### src/rtl/uart_tx_cfg_if.sv
// ---------------------------------------------------------------------------
// uart_tx_cfg_if
//   Write-side handshake into the uart_tx_cfg TX FIFO.
//
//   Signals:
//     in_data   word to transmit, sent LSB first
//     in_valid  write request from the register slave
//     in_ready  FIFO not full; a word is taken on an edge where
//               in_valid && in_ready
//
//   Modports:
//     master  register-slave side (drives data/valid)
//     slave   transmitter side (drives ready)
// ---------------------------------------------------------------------------
interface uart_tx_cfg_if #(
  parameter int DATA_WIDTH = 8
);
  logic [DATA_WIDTH-1:0] in_data;
  logic                  in_valid;
  logic                  in_ready;

  modport master (output in_data, output in_valid, input in_ready);
  modport slave  (input in_data, input in_valid, output in_ready);
endinterface

### src/rtl/uart_tx_cfg.sv
// ---------------------------------------------------------------------------
// uart_tx_cfg
//   Runtime-configurable UART transmitter with a TX FIFO. Words arrive
//   through the uart_tx_cfg_if slave modport, are queued, and are serialised
//   as: start bit, DATA_WIDTH data bits (LSB first), optional parity bit,
//   one or two stop bits. Back-to-back frames are sent with no idle gap.
//
//   Ports:
//     clk          system clock, all logic on posedge
//     n_rst        asynchronous active-low reset
//     bus          uart_tx_cfg_if.slave (in_data / in_valid / in_ready)
//     baud_div     clocks per bit; values below 2 select DEF_DIV
//     parity_mode  00 none, 01 even, 10 odd, 11 none
//     stop2        1 = two stop bits, 0 = one
//     break_req    (only with UART_TX_BREAK_EN) hold the line low when idle
//     serial_out   registered line output, idle high
//     tx_busy      high while a frame (or a line break) is in progress
//     fifo_count   number of words queued
//     tx_done      one-cycle pulse on the last clock of the final stop bit
//
//   Optional feature macro: UART_TX_BREAK_EN
//     When defined, adds break_req. A break only starts between frames, and
//     after it is released the line stays high for one full bit time before
//     the next start bit. When undefined the port and logic are absent.
// ---------------------------------------------------------------------------
module uart_tx_cfg #(
  parameter int CLK_FREQ   = 50_000_000,
  parameter int BAUD_RATE  = 115_200,
  parameter int DATA_WIDTH = 8,
  parameter int FIFO_DEPTH = 16,
  parameter int DIV_WIDTH  = 16
) (
  input  logic                          clk,
  input  logic                          n_rst,
  uart_tx_cfg_if.slave                  bus,
  input  logic [DIV_WIDTH-1:0]          baud_div,
  input  logic [1:0]                    parity_mode,
  input  logic                          stop2,
`ifdef UART_TX_BREAK_EN
  input  logic                          break_req,
`endif
  output logic                          serial_out,
  output logic                          tx_busy,
  output logic [$clog2(FIFO_DEPTH):0]   fifo_count,
  output logic                          tx_done
);

  localparam int AW = $clog2(FIFO_DEPTH);
  localparam int IW = $clog2(DATA_WIDTH);
  localparam logic [DIV_WIDTH-1:0] DEF_DIV = DIV_WIDTH'(CLK_FREQ / BAUD_RATE);

  typedef enum logic [2:0] {
    ST_IDLE,
    ST_START,
    ST_DATA,
    ST_PARITY,
    ST_STOP
  } state_t;

  logic [DATA_WIDTH-1:0] r_mem [FIFO_DEPTH];
  logic [AW-1:0]         r_wrPtr;
  logic [AW-1:0]         r_rdPtr;
  logic [AW:0]           r_count;

  state_t                r_state;
  logic [DATA_WIDTH-1:0] r_shift;
  logic [DIV_WIDTH-1:0]  r_div;
  logic [DIV_WIDTH-1:0]  r_bitCnt;
  logic [IW-1:0]         r_bitIdx;
  logic                  r_stopIdx;
  logic                  r_stop2;
  logic                  r_parEn;
  logic                  r_parity;
  logic                  r_serial;
  logic                  r_busy;
  logic                  r_txDone;

  logic                  w_ready;
  logic                  w_push;
  logic                  w_pop;
  logic                  w_empty;
  logic                  w_lastTick;
  logic                  w_frameEnd;
  logic                  w_doneNext;
  logic                  w_hold;
  logic [DIV_WIDTH-1:0]  w_effDiv;
  logic [DATA_WIDTH-1:0] w_head;

`ifdef UART_TX_BREAK_EN
  logic                  r_breakActive;
  logic                  r_guardActive;
`endif

  assign w_ready      = (r_count != (AW+1)'(FIFO_DEPTH));
  assign bus.in_ready = w_ready;
  assign w_push       = bus.in_valid && w_ready;
  assign w_empty      = (r_count == '0);
  assign w_head       = r_mem[r_rdPtr];
  assign w_effDiv     = (baud_div < DIV_WIDTH'(2)) ? DEF_DIV : baud_div;

  // The bit timer runs 0..r_div-1; r_bitCnt is reused as the post-break
  // guard timer while idle.
  assign w_lastTick = (r_bitCnt == r_div - DIV_WIDTH'(1));
  assign w_frameEnd = (r_state == ST_STOP) && w_lastTick && (r_stopIdx == r_stop2);

  // tx_done is registered, so it is raised one clock early to land on the
  // final clock of the last stop bit.
  assign w_doneNext = (r_state == ST_STOP) && (r_stopIdx == r_stop2) &&
                      (r_bitCnt == r_div - DIV_WIDTH'(2));

`ifdef UART_TX_BREAK_EN
  // A pending or active break, or an unfinished guard bit, holds off the
  // next frame; the guard's final clock lets a start bit follow directly.
  assign w_hold = break_req || r_breakActive || (r_guardActive && !w_lastTick);
`else
  assign w_hold = 1'b0;
`endif

  // A frame starts from IDLE, or chains straight out of the last stop clock.
  assign w_pop = !w_empty && !w_hold && ((r_state == ST_IDLE) || w_frameEnd);

  // FIFO storage has no reset; occupancy is tracked by the pointers and count.
  always_ff @(posedge clk) begin
    if (w_push) begin
      r_mem[r_wrPtr] <= bus.in_data;
    end
  end

  // FIFO pointers and occupancy. Pointers wrap naturally at FIFO_DEPTH;
  // a simultaneous push and pop leaves the count unchanged.
  always_ff @(posedge clk or negedge n_rst) begin
    if (!n_rst) begin
      r_wrPtr <= '0;
      r_rdPtr <= '0;
      r_count <= '0;
    end else begin
      if (w_push) begin
        r_wrPtr <= r_wrPtr + AW'(1);
      end
      if (w_pop) begin
        r_rdPtr <= r_rdPtr + AW'(1);
      end
      if (w_push && !w_pop) begin
        r_count <= r_count + (AW+1)'(1);
      end else if (w_pop && !w_push) begin
        r_count <= r_count - (AW+1)'(1);
      end
    end
  end

  // Frame FSM. Frame configuration is captured when the word is popped and
  // held for the whole frame, so input changes only affect the next frame.
  always_ff @(posedge clk or negedge n_rst) begin
    if (!n_rst) begin
      r_state   <= ST_IDLE;
      r_shift   <= '0;
      r_div     <= '0;
      r_bitCnt  <= '0;
      r_bitIdx  <= '0;
      r_stopIdx <= 1'b0;
      r_stop2   <= 1'b0;
      r_parEn   <= 1'b0;
      r_parity  <= 1'b0;
      r_serial  <= 1'b1;
      r_busy    <= 1'b0;
      r_txDone  <= 1'b0;
`ifdef UART_TX_BREAK_EN
      r_breakActive <= 1'b0;
      r_guardActive <= 1'b0;
`endif
    end else begin
      r_txDone <= w_doneNext;
      if (w_pop) begin
        r_state   <= ST_START;
        r_shift   <= w_head;
        r_div     <= w_effDiv;
        r_parEn   <= (parity_mode == 2'b01) || (parity_mode == 2'b10);
        r_parity  <= (^w_head) ^ (parity_mode == 2'b10);
        r_stop2   <= stop2;
        r_bitCnt  <= '0;
        r_bitIdx  <= '0;
        r_stopIdx <= 1'b0;
        r_serial  <= 1'b0;
        r_busy    <= 1'b1;
`ifdef UART_TX_BREAK_EN
        r_breakActive <= 1'b0;
        r_guardActive <= 1'b0;
`endif
      end else begin
        unique case (r_state)
          ST_START: begin
            if (w_lastTick) begin
              r_bitCnt <= '0;
              r_state  <= ST_DATA;
              r_serial <= r_shift[0];
            end else begin
              r_bitCnt <= r_bitCnt + DIV_WIDTH'(1);
            end
          end
          ST_DATA: begin
            if (w_lastTick) begin
              r_bitCnt <= '0;
              if (r_bitIdx == IW'(DATA_WIDTH - 1)) begin
                if (r_parEn) begin
                  r_state  <= ST_PARITY;
                  r_serial <= r_parity;
                end else begin
                  r_state   <= ST_STOP;
                  r_serial  <= 1'b1;
                  r_stopIdx <= 1'b0;
                end
              end else begin
                r_bitIdx <= r_bitIdx + IW'(1);
                r_serial <= r_shift[1];
                r_shift  <= r_shift >> 1;
              end
            end else begin
              r_bitCnt <= r_bitCnt + DIV_WIDTH'(1);
            end
          end
          ST_PARITY: begin
            if (w_lastTick) begin
              r_bitCnt  <= '0;
              r_state   <= ST_STOP;
              r_serial  <= 1'b1;
              r_stopIdx <= 1'b0;
            end else begin
              r_bitCnt <= r_bitCnt + DIV_WIDTH'(1);
            end
          end
          ST_STOP: begin
            if (w_lastTick) begin
              r_bitCnt <= '0;
              if (r_stopIdx != r_stop2) begin
                r_stopIdx <= 1'b1;
              end else begin
                r_state  <= ST_IDLE;
                r_serial <= 1'b1;
                r_busy   <= 1'b0;
`ifdef UART_TX_BREAK_EN
                if (break_req) begin
                  r_breakActive <= 1'b1;
                  r_div         <= w_effDiv;
                  r_serial      <= 1'b0;
                  r_busy        <= 1'b1;
                end
`endif
              end
            end else begin
              r_bitCnt <= r_bitCnt + DIV_WIDTH'(1);
            end
          end
          default: begin
`ifdef UART_TX_BREAK_EN
            // Idle break handling: drive low while requested, then one
            // guard bit of high line timed with the divisor latched at
            // break entry.
            if (break_req) begin
              if (!r_breakActive) begin
                r_div <= w_effDiv;
              end
              r_breakActive <= 1'b1;
              r_guardActive <= 1'b0;
              r_serial      <= 1'b0;
              r_busy        <= 1'b1;
            end else if (r_breakActive) begin
              r_breakActive <= 1'b0;
              r_guardActive <= 1'b1;
              r_bitCnt      <= '0;
              r_serial      <= 1'b1;
              r_busy        <= 1'b0;
            end else if (r_guardActive) begin
              if (w_lastTick) begin
                r_guardActive <= 1'b0;
              end else begin
                r_bitCnt <= r_bitCnt + DIV_WIDTH'(1);
              end
            end
`endif
          end
        endcase
      end
    end
  end

  assign serial_out = r_serial;
  assign tx_busy    = r_busy;
  assign fifo_count = r_count;
  assign tx_done    = r_txDone;

endmodule
### src/flat_wrapper.sv
// flat-port wrapper written by rule: the top's interface ports become plain ports
module uart_tx_cfg_flat 
#(
  parameter int CLK_FREQ   = 50_000_000,
  parameter int BAUD_RATE  = 115_200,
  parameter int DATA_WIDTH = 8,
  parameter int FIFO_DEPTH = 16,
  parameter int DIV_WIDTH  = 16
)
  (clk, n_rst, baud_div, parity_mode, stop2, serial_out, tx_busy, fifo_count, tx_done, bus_in_data, bus_in_valid, bus_in_ready);
  uart_tx_cfg_if #(.DATA_WIDTH(DATA_WIDTH)) bus_i ();
  input  logic clk;
  input  logic n_rst;
  input  logic [DIV_WIDTH-1:0] baud_div;
  input  logic [1:0] parity_mode;
  input  logic stop2;
  output logic serial_out;
  output logic tx_busy;
  output logic [$clog2(FIFO_DEPTH):0] fifo_count;
  output logic tx_done;
  input wire logic [$bits(bus_i.in_data)-1:0] bus_in_data;
  input wire logic [$bits(bus_i.in_valid)-1:0] bus_in_valid;
  output wire logic [$bits(bus_i.in_ready)-1:0] bus_in_ready;
  assign bus_i.in_data = bus_in_data;
  assign bus_i.in_valid = bus_in_valid;
  assign bus_in_ready = bus_i.in_ready;
  uart_tx_cfg #(.CLK_FREQ(CLK_FREQ), .BAUD_RATE(BAUD_RATE), .DATA_WIDTH(DATA_WIDTH), .FIFO_DEPTH(FIFO_DEPTH), .DIV_WIDTH(DIV_WIDTH)) u_core (.clk(clk), .n_rst(n_rst), .bus(bus_i), .baud_div(baud_div), .parity_mode(parity_mode), .stop2(stop2), .serial_out(serial_out), .tx_busy(tx_busy), .fifo_count(fifo_count), .tx_done(tx_done));
endmodule
### config.mk
export PLATFORM = sky130hd
export DESIGN_NAME = uart_tx_cfg_flat
export DESIGN_NICKNAME = d
export VERILOG_FILES = /design/src/rtl/uart_tx_cfg_if.sv /design/src/rtl/uart_tx_cfg.sv /design/src/flat_wrapper.sv
export SDC_FILE = /design/constraint.sdc
export NUM_CORES = 1
export LEC_CHECK = 0
export CORE_ASPECT_RATIO = 1.5
export CORE_MARGIN = 4
export CORE_UTILIZATION = 40
export CTS_CLUSTER_DIAMETER = 150
export DETAILED_ROUTE_END_ITERATION = 12
export GPL_TIMING_DRIVEN = 0
export SLEW_MARGIN = 20
export SYNTH_ARGS = -nofsm -noshare
export SYNTH_HDL_FRONTEND = slang
export SYNTH_SLANG_ARGS = --single-unit
### constraint.sdc
create_clock -name clk -period 4.7 [get_ports clk]
set_clock_uncertainty 0.1 [all_clocks]
set_input_delay 0.47 -clock clk [delete_from_list [all_inputs] [get_ports clk]]
set_output_delay 0.47 -clock clk [all_outputs]
set_load 0.01 [all_outputs]
==> results of run 1 <==
-- timing repair --
action                                  CTS  global route
hold buffers                              1             0
endpoints found under the hold margin    17             0
gates resized for setup                   0             3
endpoints found under the setup margin    0             1
-- state kept, by name (all words and copies together), names as in the netlist --
register	cells
u_core.r_shift	8
u_core.r_wrPtr	4
u_core.r_bitIdx	3
u_core.r_state	3
u_core.r_parEn	1
u_core.tx_done	1
u_core.r_rdPtr	4
u_core.r_bitCnt	16
u_core.r_stopIdx	1
u_core.fifo_count	5
u_core.r_div	16
u_core.serial_out	1
u_core.tx_busy	1
u_core.r_parity	1
u_core.r_stop2	1
u_core.r_mem	128
-- cells by family after synthesis --
logic type | after synthesis
compound gates | 141
xor+xnor | 46
fa+ha+maj | 17
buf+inv | 55
flops | 194
mux | 63
simple gates | 204
-- final timing paths --
kind	slack [ns]	end	cells past startpoint
min reg2reg	0.39	u_core.tx_busy$_DFFE_PN0P_	2
max in group asynchronous	3.59	u_core.r_div[5]$_DFFE_PN0N_	3
max	0.24	u_core.fifo_count[4]$_DFFE_PN0P_	18
min in group clk	0.39	u_core.tx_busy$_DFFE_PN0P_	2
min	0.37	u_core.r_state[0]$_DFFE_PN0P_	2
max reg2reg	0.24	u_core.fifo_count[4]$_DFFE_PN0P_	18
-- worst max-delay path, delay by kind of cell, from the launching register on --
kind / cells / cell delay (ns)
AND/OR/NAND/NOR: 4 / 1.11
AO/OA/AOI/OAI: 5 / 1.00
adder cells (fa/ha/maj): 3 / 0.76
buffers and inverters: 4 / 0.60
flip-flops: 1 / 0.48
XOR/XNOR: 2 / 0.28
-- metal layers --
metal / vias up / wire (microns) / GRT usage, %
met5: - / 0 / 0
met3: 40 / 639 / 3.07
met2: 157 / 12500 / 33.6
li1: 2839 / - / -
met1: 3023 / 8060 / 18.4
met4: 0 / 893 / 8.71
-- layout make-up --
class	instances	area [sq um]	share of cell area, %
flip-flops and latches	194	5500	51.4
multi-input cells	471	3570	33.5
clock buffers	18	429	4.02
repair buffers	40	415	3.89
well taps	280	350	3.28
plain buffers	39	228	2.13
clock inverters	14	131	1.23
inverters	16	60.1	0.562
-- cell usage after synthesis (3+ instances only) --
cell        n
edfxtp_1  128
o21a_1      8
mux4_2     16
xnor2_1    25
buf_6       6
nor3b_1     8
inv_1      15
buf_2      12
nand2b_1    9
nor2b_1     5
ha_1       16
nand2_1    57
and3_1      8
nor2_1     44
dfrtp_1    65
nand3_1    17
mux2_4      6
a21o_1      9
o21ai_1     7
mux2_2      3
buf_4       5
xor2_1     20
mux2i_1    34
a221oi_1   17
nor3_1     19
nand4_1     9
and2_1      4
nor3b_2     3
o22a_1      7
a22oi_1     9
o21ai_0    38
clkbuf_1   12
nor4_1      6
a21oi_1    12
or3_1       4
a31o_2      3
mux2_1      4
a31oi_1     5
and4_1      3
-- power breakdown --
part,switching [mW],internal (mW)
registers,0.275,2.16
logic,1.36,1.10
clock network,0.688,0.704
-- metrics by stage --
step / total power [mW] / std cells
finish: 6.28 / 1072
CTS: 6.30 / 1072
floorplan: 4.21 / 720
global route: 6.65 / 1072
detailed placement: 4.91 / 1039
global placement: 4.81 / 1038
==> flow_summary_export.csv, run 1 <==
group,metric,value,unit
status,status,"complete, no violations",
sta,fin_crit_sh,94.8,%
yosys,syn_inst,720,
sta,worstMarginPinSlew,1.00,ns
grt,grt_remaining_overflow,0,
detailed_routing,ant_nets,0,
cts,clk_latency,0.44,ns
setup_path,cpMostUsedCell,"ha_1",
setup_path,cp_cell_sequence,"inv_1 > ha_1 > nor3b_2 > nand4_1 > a21oi_1 > o2111ai_1 > nor4_4 > o21ai_2 > buf_6 > buf_6 > ha_1 > inv_1 > ha_1 > a21o_1 > a21oi_1 > xnor2_1 > nor2_1 > xor2_1",
yosys,synthDistinctLibCells,70,
cts,cts_buffers,17,
yosys,synth_top_cell_by_area,"edfxtp_1",
sta,setup_tns,0,ns
setup_path,worstReg2RegStart,"u_core.r_div[2]$_DFFE_PN0N_",
worst_hold_path,hold_path.class,"in -> async",
place,place_area,10100,sq um
yosys,synth_top_family_by_area,"simple AND/OR/NAND/NOR gates",
yosys,synth_simple_gate_area_share,11.4,%
layout,drive_gt1_share,13.4,%
place,dpl.hpwl,16.6,mm
layout,fill_cells,2019,
place,place_ws,0.111,ns
grt,grt_usage,17.6,%
yosys,async_flop_share,34.0,%
detailed_routing,first_pass_iters,5,
layout,final_area,10700,sq um
layout,mostFrequentLayoutCell,"edfxtp_1",
power_and_ir_drop,p_per_area,588,nW/um^2
yosys,synth_top_area_share,41.2,%
layout,antenna_cells,0,
detailed_routing,drc,0,
detailed_routing,avgRoutedWirePerCell,20.6,microns
yosys,avgSynthCellArea,12.9,sq um
cts,cts_tree,"yes",
cts,clkSlewWorstSetupHoldPaths,0.08,ns
layout,post-route-util,46.5,%
yosys,yosys.area_share.adder,2.36,%
yosys,yosysWarningCount,0,
yosys,syn_area,9320,sq um
sta,final-setup-viol-count,0,
layout,final_cell_mix,"edfxtp_1, dfrtp_1, nand2_1",
yosys,synth_nets,767,
setup_path,cp_slowest_cell,"nor4_4",
yosys,ys_ff_latch,194,
sta,rsz0062_at_grt,"no",
grt,grt_start_max_net_pins,49,
floorplan,num_rows,68,
detailed_routing,vias_per_cell,5.65,
cts,cts_root_buffer,"clkbuf_16",
layout,syn2layout_area_growth,14.6,%
place,place_congestion,0.874,
yosys,synthTopCellsByArea,"edfxtp_1, dfrtp_1, mux4_2",
setup_path,cp-start-kind,"flop",
yosys,synthMuxAreaShare,9.33,%
run,timing.max_cap.violations,0,
detailed_routing,drt-initial-drc-count,524,
layout,nets,826,
sta,final_max_slew_viol_count,0,
yosys,synth_seq_area_share,59.0,%
cts,cts_buffer_depth,2,
yosys,synth_compound_area_share,10.4,%
floorplan,design.die.area,25900,sq um
floorplan,num_io_pins,39,
power_and_ir_drop,p_leak,4.05,nW
cts,htree_num_levels,4,
sta,hold_ws,0.371,ns
power_and_ir_drop,ir_worst_vdd,0.000394,V
grt,grt_pass1_vias,6395,
setup_path,arrival,4.68,ns
floorplan,coreArea,23000,sq um
detailed_routing,drt-total-wl,22.1,mm
yosys,synth_xor_area_share,4.47,%
yosys,ys.flop_type,"edfxtp_1",
setup_path,critPathLaunch,"u_core.r_div[2]$_DFFE_PN0N_",
setup_path,crit_required,4.92,ns
setup_path,critPathMaxStageDelay,0.49,ns
cts,cts_sinks,194,
sta,clock.fmax,0.224,GHz
setup_path,cp_max_fo,10,
floorplan,start_util,40.6,%
setup_path,path_class,"reg -> reg",
detailed_routing,dr_total_vias,6059,
grt,antenna_found_initial,0,
sta,hold_violations,0,
place,port_buffers,38,
yosys,synth_edf_count,128,
sta,slew_headroom,33.0,%
cts,cts_setup_buffers,0,
setup_path,endpoint_kind,"flop",
sta,finalWorstSetupSlack,0.244,ns
floorplan,die_y,195,microns
grt,grt_pass1_wl,35.3,mm
floorplan,fp.dieW,133,microns
sta,fin_crit,4.46,ns
No activity file was read; power rests on OpenSTA's default activity.
==> run 2: changes to the inputs <==
--- a/config.mk
+++ b/config.mk
@@ -5,12 +5,16 @@
 export SDC_FILE = /design/constraint.sdc
 export NUM_CORES = 1
 export LEC_CHECK = 0
+export CELL_PAD_IN_SITES_DETAIL_PLACEMENT = 1
+export CELL_PAD_IN_SITES_GLOBAL_PLACEMENT = 1
 export CORE_ASPECT_RATIO = 1.5
 export CORE_MARGIN = 4
 export CORE_UTILIZATION = 40
 export CTS_CLUSTER_DIAMETER = 150
 export DETAILED_ROUTE_END_ITERATION = 12
+export GPL_ROUTABILITY_DRIVEN = 0
 export GPL_TIMING_DRIVEN = 0
+export PLACE_DENSITY_LB_ADDON = 0.1
 export SLEW_MARGIN = 20
 export SYNTH_ARGS = -nofsm -noshare
 export SYNTH_HDL_FRONTEND = slang
==> flow_summary_export.csv, run 2 (synthesis gave the netlist of run 1 again) <==
group,metric,value,unit
sta,setup_tns,0,ns
detailed_routing,maxUsedRoutingLayer,"met4",
detailed_routing,first_pass_iters,4,
floorplan,die_y,195,microns
setup_path,cp-start-kind,"flop",
setup_path,path_class,"reg -> reg",
detailed_routing,wl_met3,446,microns
floorplan,design.die.area,25900,sq um
detailed_routing,drt-initial-drc-count,299,
status,status,"complete, no violations",
power_and_ir_drop,p_per_area,597,nW/um^2
detailed_routing,ant_nets,0,
cts,cts_setup_buffers,0,
sta,hold_violations,0,
floorplan,num_io_pins,39,
setup_path,worstReg2RegStart,"u_core.r_div[2]$_DFFE_PN0N_",
place,placed_cells,1043,
layout,fill_cells,2345,
layout,drive_gt1_share,13.8,%
setup_path,worstRegToRegCells,18,
layout,largest_reg_flops,128,
place,dpl.hpwl,17.7,mm
setup_path,cp_cell_sequence,"inv_1 > ha_1 > nor2b_1 > a21oi_1 > o32ai_1 > o2111ai_1 > nor4_4 > o21ai_2 > buf_6 > buf_6 > ha_1 > inv_1 > ha_1 > a21o_1 > a21oi_1 > xnor2_1 > nor2_1 > xor2_1",
layout,top_regs,"u_core.r_mem x128, u_core.r_bitCnt x16, u_core.r_div x16",
detailed_routing,route.met2.wl,13.9,mm
setup_path,endpoint_kind,"flop",
layout,syn2layout_area_growth,15.4,%
sta,final-setup-viol-count,0,
setup_path,critPathMaxStageDelay,0.50,ns
sta,slew_headroom,35.0,%
grt,grt_remaining_overflow,0,
layout,post-route-util,46.8,%
cts,cts_tree,"yes",
cts,clkSlewWorstSetupHoldPaths,0.08,ns
layout,mostFrequentLayoutCell,"edfxtp_1",
power_and_ir_drop,ir_worst_vdd,0.000283,V
detailed_routing,dr_total_vias,6079,
layout,antenna_cells,0,
grt,grt_pass1_wl,37.7,mm
sta,clock.fmax,0.227,GHz
grt,grt_pass1_vias,6767,
run,timing.max_cap.violations,0,
setup_path,r2r-end,"u_core.fifo_count[4]$_DFFE_PN0P_",
layout,regMostFlops,"u_core.r_mem",
worst_hold_path,hold_path.class,"in -> async",
cts,cts_root_buffer,"clkbuf_16",
setup_path,arrival,4.63,ns
sta,hold_ws,0.334,ns
setup_path,crit_required,4.92,ns
grt,grt_usage,19.0,%
cts,cts_sinks,194,
setup_path,cp_slowest_cell,"dfrtp_1",
sta,final_max_slew_viol_count,0,
cts,cts_buffers,17,
detailed_routing,wl_met1,8.62,mm
detailed_routing,vias_per_cell,5.65,
grt,antenna_found_initial,0,
detailed_routing,drt-total-wl,23.5,mm
layout,fin_cells,1076,
grt,grt_start_max_net_pins,53,
floorplan,coreArea,23000,sq um
detailed_routing,avgRoutedWirePerCell,21.8,microns
detailed_routing,drc,0,
floorplan,start_util,40.6,%
floorplan,fp.dieW,133,microns
setup_path,r2r_setup_slack,0.29,ns
sta,fin_crit,4.41,ns
power_and_ir_drop,p_leak,4.08,nW
setup_path,cpMostUsedCell,"ha_1",
sta,rsz0062_at_grt,"no",
floorplan,num_rows,68,
layout,nets,830,
cts,htree_num_levels,4,
sta,fin_crit_sh,93.8,%
cts,cts_buffer_depth,2,
layout,final_cell_mix,"edfxtp_1, dfrtp_1, nand2_1",
sta,worstMarginPinSlew,0.972,ns
power_and_ir_drop,power.total,6.42,mW
place,port_buffers,38,
setup_path,cp_max_fo,10,
cts,clk_latency,0.44,ns
-- run 2: cell types whose count changed in the layout (fill, tap and decap cells not counted), sizes merged --
cell	change
bufinv	+2
clkinvlp	+3
inv	-5
buf	+4
-- run 2: timing repair --
item | CTS | global route
hold buffers | 1 | 0
gates resized for setup | 0 | 3
setup endpoints to repair | 0 | 1
hold endpoints to repair | 13 | 0
-- run 2: where the power goes --
group | internal [mW] | switching, mW | total (mW) | leakage (nW)
clock network | 0.804 | 0.693 | 1.50 | 0.283
registers | 2.15 | 0.292 | 2.45 | 1.96
logic | 1.11 | 1.37 | 2.48 | 1.84
-- run 2: how the worst max path moves through the flow --
stage                                 from                          endpoint  slack [ns]  cells after the start
2_1_floorplan  u_core.r_div[2]$_DFFE_PN0N_  u_core.fifo_count[4]$_DFFE_PN0P_        0.98                     18
6_report       u_core.r_div[2]$_DFFE_PN0N_  u_core.fifo_count[4]$_DFFE_PN0P_        0.29                     18
5_1_grt        u_core.r_div[2]$_DFFE_PN0N_  u_core.fifo_count[4]$_DFFE_PN0P_       0.006                     18
4_1_cts        u_core.r_div[2]$_DFFE_PN0N_  u_core.fifo_count[4]$_DFFE_PN0P_        0.09                     18
3_3_place_gp   u_core.r_div[2]$_DFFE_PN0N_  u_core.fifo_count[4]$_DFFE_PN0P_        0.22                     18
3_5_place_dp   u_core.r_div[2]$_DFFE_PN0N_  u_core.fifo_count[4]$_DFFE_PN0P_        0.12                     18
-- run 2: metal layers --
layer  up-vias  GRT usage, %
li1       2834             -
met3        30          3.02
met1      3139          19.6
met5         -             0
met4         0          6.74
met2        76          37.8
-- run 2: layout make-up --
type	count	area (sq um)	share of cell area, %
Clock buffer	18	429	3.99
Multi-Input combinational cell	471	3570	33.2
Timing Repair Buffer	44	445	4.14
Inverter	16	60.1	0.558
Buffer	39	228	2.12
Tap cell	280	350	3.26
Sequential cell	194	5500	51.1
Clock inverter	14	175	1.63
-- run 2: critical path, delay by kind of cell, from the launching register on --
family	cells	cell delay [ns]
compound gates	6	1.33
fa+ha+maj	3	0.76
simple gates	3	0.72
buf+inv	4	0.58
flops	1	0.50
xor+xnor	2	0.28
-- run 2: through the flow --
step	instance area, sq um	setup slack [ns]
floorplan	9320	0.984
global route	10800	0.00614
global placement	10100	0.222
finish	10800	0.292
detailed placement	10100	0.121
CTS	10700	0.0914
==> run 3: changes to the inputs <==
--- a/config.mk
+++ b/config.mk
@@ -14,6 +14,7 @@
 export DETAILED_ROUTE_END_ITERATION = 12
 export GPL_ROUTABILITY_DRIVEN = 0
 export GPL_TIMING_DRIVEN = 0
+export MAX_ROUTING_LAYER = met4
 export PLACE_DENSITY_LB_ADDON = 0.1
 export SLEW_MARGIN = 20
 export SYNTH_ARGS = -nofsm -noshare
==> flow_summary_export.csv, run 3 (synthesis gave the netlist of run 1 again) <==
group,metric,value,unit
floorplan,die_y,195,microns
setup_path,critPathLaunch,"u_core.r_div[2]$_DFFE_PN0N_",
detailed_routing,avgRoutedWirePerCell,21.8,microns
detailed_routing,ant_nets,0,
sta,fin_crit_sh,94.0,%
layout,fin_cells,1076,
grt,grt_usage,19.5,%
sta,hold_ws,0.335,ns
cts,htree_num_levels,4,
layout,drive_gt1_share,13.8,%
setup_path,cpMostUsedCell,"ha_1",
floorplan,start_util,40.6,%
setup_path,crit_buf_inv,4,
sta,clock.fmax,0.226,GHz
layout,fill_cells,2345,
worst_hold_path,hold_path.class,"in -> async",
power_and_ir_drop,internal_power,4.06,mW
layout,final_cell_mix,"edfxtp_1, dfrtp_1, nand2_1",
cts,cts_buffers,17,
cts,cts_tree,"yes",
grt,grt_remaining_overflow,0,
setup_path,critPathMaxStageDelay,0.50,ns
place,placed_cells,1043,
layout,nets,830,
floorplan,coreArea,23000,sq um
power_and_ir_drop,pwr-share-seq,38.1,%
detailed_routing,drc,0,
sta,setup_tns,0,ns
floorplan,design.die.area,25900,sq um
setup_path,worstReg2RegStart,"u_core.r_div[2]$_DFFE_PN0N_",
run,timing.max_cap.violations,0,
power_and_ir_drop,p_comb_share,38.6,%
power_and_ir_drop,ir_worst_vdd,0.000283,V
grt,grt_pass1_wl,37.7,mm
sta,final-setup-viol-count,0,
cts,cts_buffer_depth,2,
power_and_ir_drop,p_per_area,597,nW/um^2
place,dpl.hpwl,17.7,mm
floorplan,num_io_pins,39,
layout,largest_reg_flops,128,
layout,mostFrequentLayoutCell,"edfxtp_1",
layout,regMostFlops,"u_core.r_mem",
cts,cts_sinks,194,
grt,antenna_found_initial,0,
setup_path,crit_family,"compound AO/OA/AOI/OAI gates",
power_and_ir_drop,p_sw,2.35,mW
setup_path,path_class,"reg -> reg",
sta,hold_violations,0,
layout,top_regs,"u_core.r_mem x128, u_core.r_bitCnt x16, u_core.r_div x16",
setup_path,cp_cell_sequence,"inv_1 > ha_1 > nor2b_1 > a21oi_1 > o32ai_1 > o2111ai_1 > nor4_4 > o21ai_2 > buf_6 > buf_6 > ha_1 > inv_1 > ha_1 > a21o_1 > a21oi_1 > xnor2_1 > nor2_1 > xor2_1",
setup_path,cp_slowest_cell,"dfrtp_1",
detailed_routing,dr_total_vias,6053,
cts,clk_latency,0.44,ns
grt,grt_start_max_net_pins,53,
sta,final_max_slew_viol_count,0,
sta,slew_headroom,34.1,%
setup_path,crit_required,4.92,ns
power_and_ir_drop,p_leak,4.08,nW
detailed_routing,first_pass_iters,5,
power_and_ir_drop,clockPowerShare,23.3,%
place,port_buffers,38,
floorplan,fp.dieW,133,microns
detailed_routing,drt-initial-drc-count,287,
setup_path,cp-start-kind,"flop",
layout,syn2layout_area_growth,15.4,%
setup_path,arrival,4.64,ns
floorplan,num_rows,68,
grt,grt_pass1_vias,6761,
setup_path,cp_max_fo,10,
layout,post-route-util,46.8,%
sta,worstMarginPinSlew,0.985,ns
detailed_routing,vias_per_cell,5.63,
cts,clkSlewWorstSetupHoldPaths,0.08,ns
status,status,"complete, no violations",
setup_path,endpoint_kind,"flop",
power_and_ir_drop,power.total,6.42,mW
sta,fin_crit,4.42,ns
detailed_routing,drt-total-wl,23.5,mm
sta,rsz0062_at_grt,"no",
layout,antenna_cells,0,
power_and_ir_drop,p_sw_share,36.7,%
cts,cts_root_buffer,"clkbuf_16",
[run 3: worst paths after layout]
check                                              endpoint  slack, ns  depth (start not counted)
max                        u_core.fifo_count[4]$_DFFE_PN0P_       0.28                         18
min                              u_core.r_stop2$_DFFE_PN0N_       0.34                          2
max reg2reg                u_core.fifo_count[4]$_DFFE_PN0P_       0.28                         18
min reg2reg                      u_core.tx_busy$_DFFE_PN0P_       0.37                          2
max in group asynchronous          u_core.tx_done$_DFF_PN0_       3.60                          3
min in group clk                 u_core.tx_busy$_DFFE_PN0P_       0.37                          2
[run 3: power by group through the flow]
stage	Sequential (mW)	Clock [mW]	Combinational [mW]
after floorplan	2.39	0	1.83
after CTS	2.45	1.52	2.51
after global routing	2.49	1.61	2.73
after detailed placement	2.49	0	2.49
after global placement	2.46	0	2.39
final	2.45	1.49	2.48
[run 3: metal layers]
| metal | wire [microns] | share of wire (%) | global-route usage (%) | up-vias |
|---|---|---|---|---|
| met3 | 485 | 2.1 | 3.09 | 32 |
| met4 | 564 | 2.4 | 6.51 | 0 |
| met2 | 13800 | 59 | 37.8 | 81 |
| met1 | 8590 | 37 | 19.7 | 3107 |
| met5 | 0 | 0 | - | - |
| li1 | - | - | - | 2833 |
[run 3: per-stage QoR]
step,setup slack [ns],instance area (sq um)
final,0.280,10800
after global routing,0.0110,10800
after CTS,0.0914,10700
after detailed placement,0.121,10100
after global placement,0.222,10100
after floorplan,0.984,9320
[run 3: final cells by class]
cell class | instances | area, sq um | share of cell area [%]
clock inverter | 14 | 175 | 1.63
tap | 280 | 350 | 3.26
buffer | 39 | 228 | 2.12
sequential | 194 | 5500 | 51.1
inverter | 16 | 60.1 | 0.558
multi-input combinational | 471 | 3570 | 33.2
timing repair buffer | 44 | 445 | 4.14
clock buffer | 18 | 429 | 3.99
[run 3: what timing repair did]
item | CTS | global route
hold buffers | 1 | 0
endpoints found under the setup margin | 0 | 1
endpoints found under the hold margin | 13 | 0
resized for setup | 0 | 3
buffers inserted | 0 | 0
